## src/rtl/game_score_fsm.sv

```systemverilog
// Game state and score keeper feeding the VGA score display.
// Debounces start_btn and tracks score, lives and the frame-based round timer.
module game_score_fsm #(
  parameter int MAX_SCORE       = 12,
  parameter int LIVES           = 3,
  parameter int TIMEOUT_FRAMES  = 1800,
  parameter int DEBOUNCE_CYCLES = 250000
) (
  input  logic        clk,
  input  logic        reset,
  input  logic        start_btn,
  input  logic        hit,
  input  logic        miss,
  input  logic        screenEnd,
  output logic        ingame,
  output logic [31:0] score,
  output logic [1:0]  lives_left,
  output logic [11:0] frames_left,
  output logic        game_won
);

  localparam int SW = $clog2(MAX_SCORE + 1);
  localparam int CW = $clog2(DEBOUNCE_CYCLES + 1);

  typedef enum logic [1:0] {
    IDLE,
    PLAY,
    OVER
  } state_e;

  logic          sync1_q, sync2_q;
  logic          deb_q, deb_d;
  logic [CW-1:0] cnt_q, cnt_d;
  logic          start_q, start_d;

  state_e        state_q, state_d;
  logic          ingame_q, ingame_d;
  logic [SW-1:0] score_q, score_d;
  logic [1:0]    lives_q, lives_d;
  logic [11:0]   frames_q, frames_d;
  logic          won_q, won_d;
  logic          win;

  always_comb begin
    deb_d = deb_q;
    cnt_d = '0;
    if (sync2_q != deb_q) begin
      if (cnt_q == CW'(DEBOUNCE_CYCLES - 1)) begin
        deb_d = sync2_q;
      end else begin
        cnt_d = cnt_q + CW'(1);
      end
    end
    start_d = deb_d & ~deb_q;
  end

  always_ff @(posedge clk) begin
    if (reset) begin
      sync1_q <= 1'b0;
      sync2_q <= 1'b0;
      deb_q   <= 1'b0;
      cnt_q   <= '0;
      start_q <= 1'b0;
    end else begin
      sync1_q <= start_btn;
      sync2_q <= sync1_q;
      deb_q   <= deb_d;
      cnt_q   <= cnt_d;
      start_q <= start_d;
    end
  end

  // A winning hit masks miss and timeout in the same cycle.
  assign win = hit && (score_q >= SW'(MAX_SCORE - 1));

  always_comb begin
    state_d  = state_q;
    score_d  = score_q;
    lives_d  = lives_q;
    frames_d = frames_q;
    won_d    = won_q;
    unique case (state_q)
      IDLE, OVER: begin
        if (start_q) begin
          state_d  = PLAY;
          score_d  = '0;
          lives_d  = 2'(LIVES);
          frames_d = 12'(TIMEOUT_FRAMES);
          won_d    = 1'b0;
        end
      end
      PLAY: begin
        if (win) begin
          score_d = SW'(MAX_SCORE);
          won_d   = 1'b1;
          state_d = OVER;
        end else begin
          if (hit) begin
            score_d = score_q + SW'(1);
          end
          if (miss && lives_q != 2'd0) begin
            lives_d = lives_q - 2'd1;
          end
          if (screenEnd && frames_q != 12'd0) begin
            frames_d = frames_q - 12'd1;
          end
          if ((miss && lives_q <= 2'd1) ||
              (screenEnd && frames_q <= 12'd1)) begin
            won_d   = 1'b0;
            state_d = OVER;
          end
        end
      end
      default: state_d = IDLE;
    endcase
    ingame_d = (state_d == PLAY);
  end

  always_ff @(posedge clk) begin
    if (reset) begin
      state_q  <= IDLE;
      ingame_q <= 1'b0;
      score_q  <= '0;
      lives_q  <= 2'd0;
      frames_q <= 12'd0;
      won_q    <= 1'b0;
    end else begin
      state_q  <= state_d;
      ingame_q <= ingame_d;
      score_q  <= score_d;
      lives_q  <= lives_d;
      frames_q <= frames_d;
      won_q    <= won_d;
    end
  end

  assign ingame      = ingame_q;
  assign score       = {{(32 - SW){1'b0}}, score_q};
  assign lives_left  = lives_q;
  assign frames_left = frames_q;
  assign game_won    = won_q;

endmodule
```

## config.mk

```make
export PLATFORM = sky130hd
export DESIGN_NAME = game_score_fsm
export DESIGN_NICKNAME = d
export VERILOG_FILES = /design/src/rtl/game_score_fsm.sv
export SDC_FILE = /design/constraint.sdc
export NUM_CORES = 1
export LEC_CHECK = 0
export CAP_MARGIN = 20
export CELL_PAD_IN_SITES_DETAIL_PLACEMENT = 1
export CELL_PAD_IN_SITES_GLOBAL_PLACEMENT = 1
export CORE_MARGIN = 4
export CORE_UTILIZATION = 40
export DETAILED_ROUTE_END_ITERATION = 10
export GPL_ROUTABILITY_DRIVEN = 0
export HOLD_SLACK_MARGIN = 0.15
export PLACE_DENSITY_LB_ADDON = 0.1
export SLEW_MARGIN = 20
export SYNTH_ARGS = -nofsm -noshare
export SYNTH_HDL_FRONTEND = slang
export SYNTH_SLANG_ARGS = --single-unit
```

## constraint.sdc

```tcl
create_clock -name clk -period 5.7 [get_ports clk]
set_input_delay 0.855 -clock clk [delete_from_list [all_inputs] [get_ports clk]]
set_output_delay 0.855 -clock clk [all_outputs]
set_load 0.01 [all_outputs]
```

==> impl_metrics.env <==
export IMPL_p_per_area_mw_per_mm2=208
export IMPL_n_antenna_cell=0
export IMPL_totalWireLength_mm=5.68
export IMPL_clockBufferDepth=2
export IMPL_synth_most_common_cell="dfxtp_1"
export IMPL_finalCritPeriodShare_pct=46.8
export IMPL_final_util_pct=46.7
export IMPL_via_count=2125
export IMPL_synth_area_mm2=0.00247
export IMPL_port_buffers=25
export IMPL_fmax_ghz=0.375
export IMPL_rr_endpoint="frames_left[10]$_SDFFE_PP0P_"
export IMPL_drtIter0Drc=70
export IMPL_clock_sinks=44
export IMPL_tritoncts="yes"
export IMPL_die_y_um=86.6
export IMPL_root_buffer="clkbuf_8"
export IMPL_ir_worst_vdd_mv=0.107
export IMPL_grt_pass1_wl_mm=9.70
export IMPL_grt_total_usage_pct=15.8
export IMPL_viasPerCell=5.55
export IMPL_pre_cts_ws_ns=2.74
export IMPL_cp_max_fo=11
export IMPL_yosysTopAreaCell="dfxtp_1"
export IMPL_wl_per_cell_um=14.8
export IMPL_layout_nets=320
export IMPL_die_w_um=86.6
export IMPL_slew_violations=0
export IMPL_power_leakage_nw=0.963
export IMPL_drcViolationCount=0
export IMPL_synth_main_ff_cell="dfxtp_1"
export IMPL_setup_tns_ns=0
export IMPL_hold_slack_ns=0.445
export IMPL_r2r_slack_ns=3.54
export IMPL_clock_skew_ns=0.00531
export IMPL_setup_viol_count_final=0
export IMPL_cts_hold_fix_buffers=0
export IMPL_dr_pass1_iters=4
export IMPL_core_area_mm2=0.00596
export IMPL_grt_setup_unrepaired="false"
export IMPL_fin_ws_ns=3.03
export IMPL_boundaryPins=54
export IMPL_ys_ff_latch=44
export IMPL_clkPwrFrac_pct=42.7
export IMPL_post_dp_hpwl_mm=4.06
export IMPL_grt_ovfl_total=0
export IMPL_outcome="completed"
export IMPL_worstPathRequired_ns=5.89
export IMPL_yosysSeqAreaShare_pct=35.6
export IMPL_layout_drive_gt1_share_pct=5.52
export IMPL_drv_cap=0
export IMPL_h_tree_depth=2
export IMPL_p_int_mw=0.446
export IMPL_p_switching_mw=0.133
export IMPL_end_kind="register"
export IMPL_ys_async_sr_fraction_pct=0
export IMPL_numCtsBuffers=5
export IMPL_r2r_cells=4
export IMPL_synth_edf_count=0
export IMPL_path_clk_slew_ns=0.09
export IMPL_path_class="primary input to register"
export IMPL_synthToLayoutAreaGrowth_pct=12.5
export IMPL_yosysTopAreaCellShare_pct=35.6
export IMPL_post_cts_buffers=0
export IMPL_syn_inst=286
export IMPL_drtAntennaViolNets=0
export IMPL_ys_top_cells_by_area="dfxtp_1 36%, buf_4 9.1%, nor2_1 4.4%, ha_1 3.5%, a21oi_1 3.4%"
export IMPL_period_minus_slack_ns=2.67
export IMPL_hold_viol=0
export IMPL_row_count=28
export IMPL_grt_max_degree=31
export IMPL_synth_common_cells="44 x dfxtp_1, 30 x buf_4, 29 x nor2_1"
export IMPL_grt_pass1_vias=2033
export IMPL_power_mw=0.579
export IMPL_worstSkewPairLatency_ns=0.30
export IMPL_ctsResizeCount=0
export IMPL_hp_class="register to register"
export IMPL_crit_end="frames_left[0]$_SDFFE_PP0P_"
export IMPL_p_seq_share_pct=53.3
export IMPL_critical_path_startpoint="hit"
export IMPL_pwr_share_comb_pct=4.0
export IMPL_worstPathArrival_ns=2.85
export IMPL_start_util_pct=41.5
export IMPL_synth_area_per_cell_um2=8.64
export IMPL_synth_warnings=0
export IMPL_swShare_pct=22.9
export IMPL_worst_setup_path_start_kind="primary input"
export IMPL_rr_startpoint="state_q[0]$_SDFF_PP0_"
export IMPL_die_area_mm2=0.00750
export IMPL_slew_headroom_pct=53.1
export IMPL_yosysUniqueCellTypes=55
export IMPL_antenna_found_initial=0
export IMPL_tightest_slew_ns=0.703
-- final cells by class --
type                    instances  area (um2)
multi-input cells             222        1400
clock buffers                   5        68.8
fillers                       730        3180
clock inverters                 3        46.3
inverters                       7        26.3
well taps                      75        93.8
repair buffers                 27         265
flip-flops and latches         44         881
-- sequential cells by signal, indices dropped and copies added (netlist names) --
signal       flops
deb_q            1
frames_left     12
ingame           1
start_q          1
score_q          4
sync2_q          1
state_q          2
game_won         1
cnt_q           18
lives_left       2
sync1_q          1
-- critical path: stages --
cell and delay, ns:
clkdlybuf4s50_1 0.61, o211ai_2 0.25, nor2_1 0.54, o31a_1 0.27
mux2_1 0.33
-- placed cells by master, fill, tap and decap left out, types with 3 or more instances in the layout --
| cell type | n |
|---|---|
| xnor2_1 | 3 |
| nor3_1 | 6 |
| a21oi_1 | 17 |
| ha_1 | 7 |
| o31a_1 | 3 |
| dfxtp_1 | 44 |
| nand3_1 | 12 |
| nor2_1 | 29 |
| nor4_1 | 4 |
| or3_1 | 7 |
| o21ai_0 | 7 |
| and4_1 | 3 |
| xor2_1 | 9 |
| o31ai_1 | 7 |
| nor2b_1 | 6 |
| clkbuf_8 | 5 |
| a31oi_1 | 3 |
| conb_1 | 28 |
| nand2b_1 | 5 |
| nand3b_1 | 3 |
| clkdlybuf4s50_1 | 25 |
| nand2_1 | 8 |
| or4_1 | 8 |
| nor4b_1 | 3 |
| inv_1 | 7 |
| nand4_1 | 9 |
-- metal layers --
metal / global-route usage, % / routed length [um] / up-vias / part of all wire (%)
met5: 0 / 0 / - / 0
met4: 5.24 / 65 / 0 / 1.1
met3: 3.04 / 287 / 7 / 5.1
met2: 26.6 / 2710 / 48 / 48
met1: 20.4 / 2620 / 1032 / 46
li1: - / - / 1038 / -
-- how the worst min path moves through the flow --
stage | endpoint | cells after the start | slack [ns] | startpoint
final | sync2_q$_SDFF_PP0_ | 1 | 0.44 | sync1_q$_SDFF_PP0_
after global routing | cnt_q[0]$_SDFF_PP0_ | 1 | 0.47 | cnt_q[0]$_SDFF_PP0_
after CTS | sync2_q$_SDFF_PP0_ | 1 | 0.45 | sync1_q$_SDFF_PP0_
after detailed placement | sync2_q$_SDFF_PP0_ | 1 | 0.43 | sync1_q$_SDFF_PP0_
after global placement | sync2_q$_SDFF_PP0_ | 1 | 0.42 | sync1_q$_SDFF_PP0_
after floorplan | cnt_q[0]$_SDFF_PP0_ | 1 | 0.41 | cnt_q[0]$_SDFF_PP0_
-- power by group through the flow --
stage | logic [mW] | clock network (mW) | registers, mW
5_1_grt | 0.0258 | 0.271 | 0.309
3_3_place_gp | 0.0227 | 0 | 0.316
3_5_place_dp | 0.0228 | 0 | 0.316
6_report | 0.0233 | 0.247 | 0.308
2_1_floorplan | 0.0302 | 0 | 0.316
4_1_cts | 0.0229 | 0.257 | 0.308
-- kinds of logic (layout without fill, tap and decap cells) --
logic type / count (synthesis) / count (layout) / share of synthesized area [%]
AOI/OAI and AO/OA: 56 / 56 / 15.7
xor gates and xnor gates: 12 / 12 / 4.25
adders and majority gates: 7 / 7 / 3.54
buffers and inverters: 47 / 42 / 11.8
DFF: 44 / 44 / 35.6
muxes: 4 / 4 / 1.72
other: 1 / 28 / 0.152
and+or+nand+nor: 115 / 115 / 27.1
-- per-stage QoR --
| step | area, um2 | cells |
|---|---|---|
| 6_report | 2780 | 383 |
| 5_1_grt | 2780 | 383 |
| 4_1_cts | 2780 | 383 |
| 3_5_place_dp | 2670 | 375 |
| 3_3_place_gp | 2670 | 375 |
| 2_1_floorplan | 2570 | 313 |
Note: power is estimated with default switching activity, not from simulation.
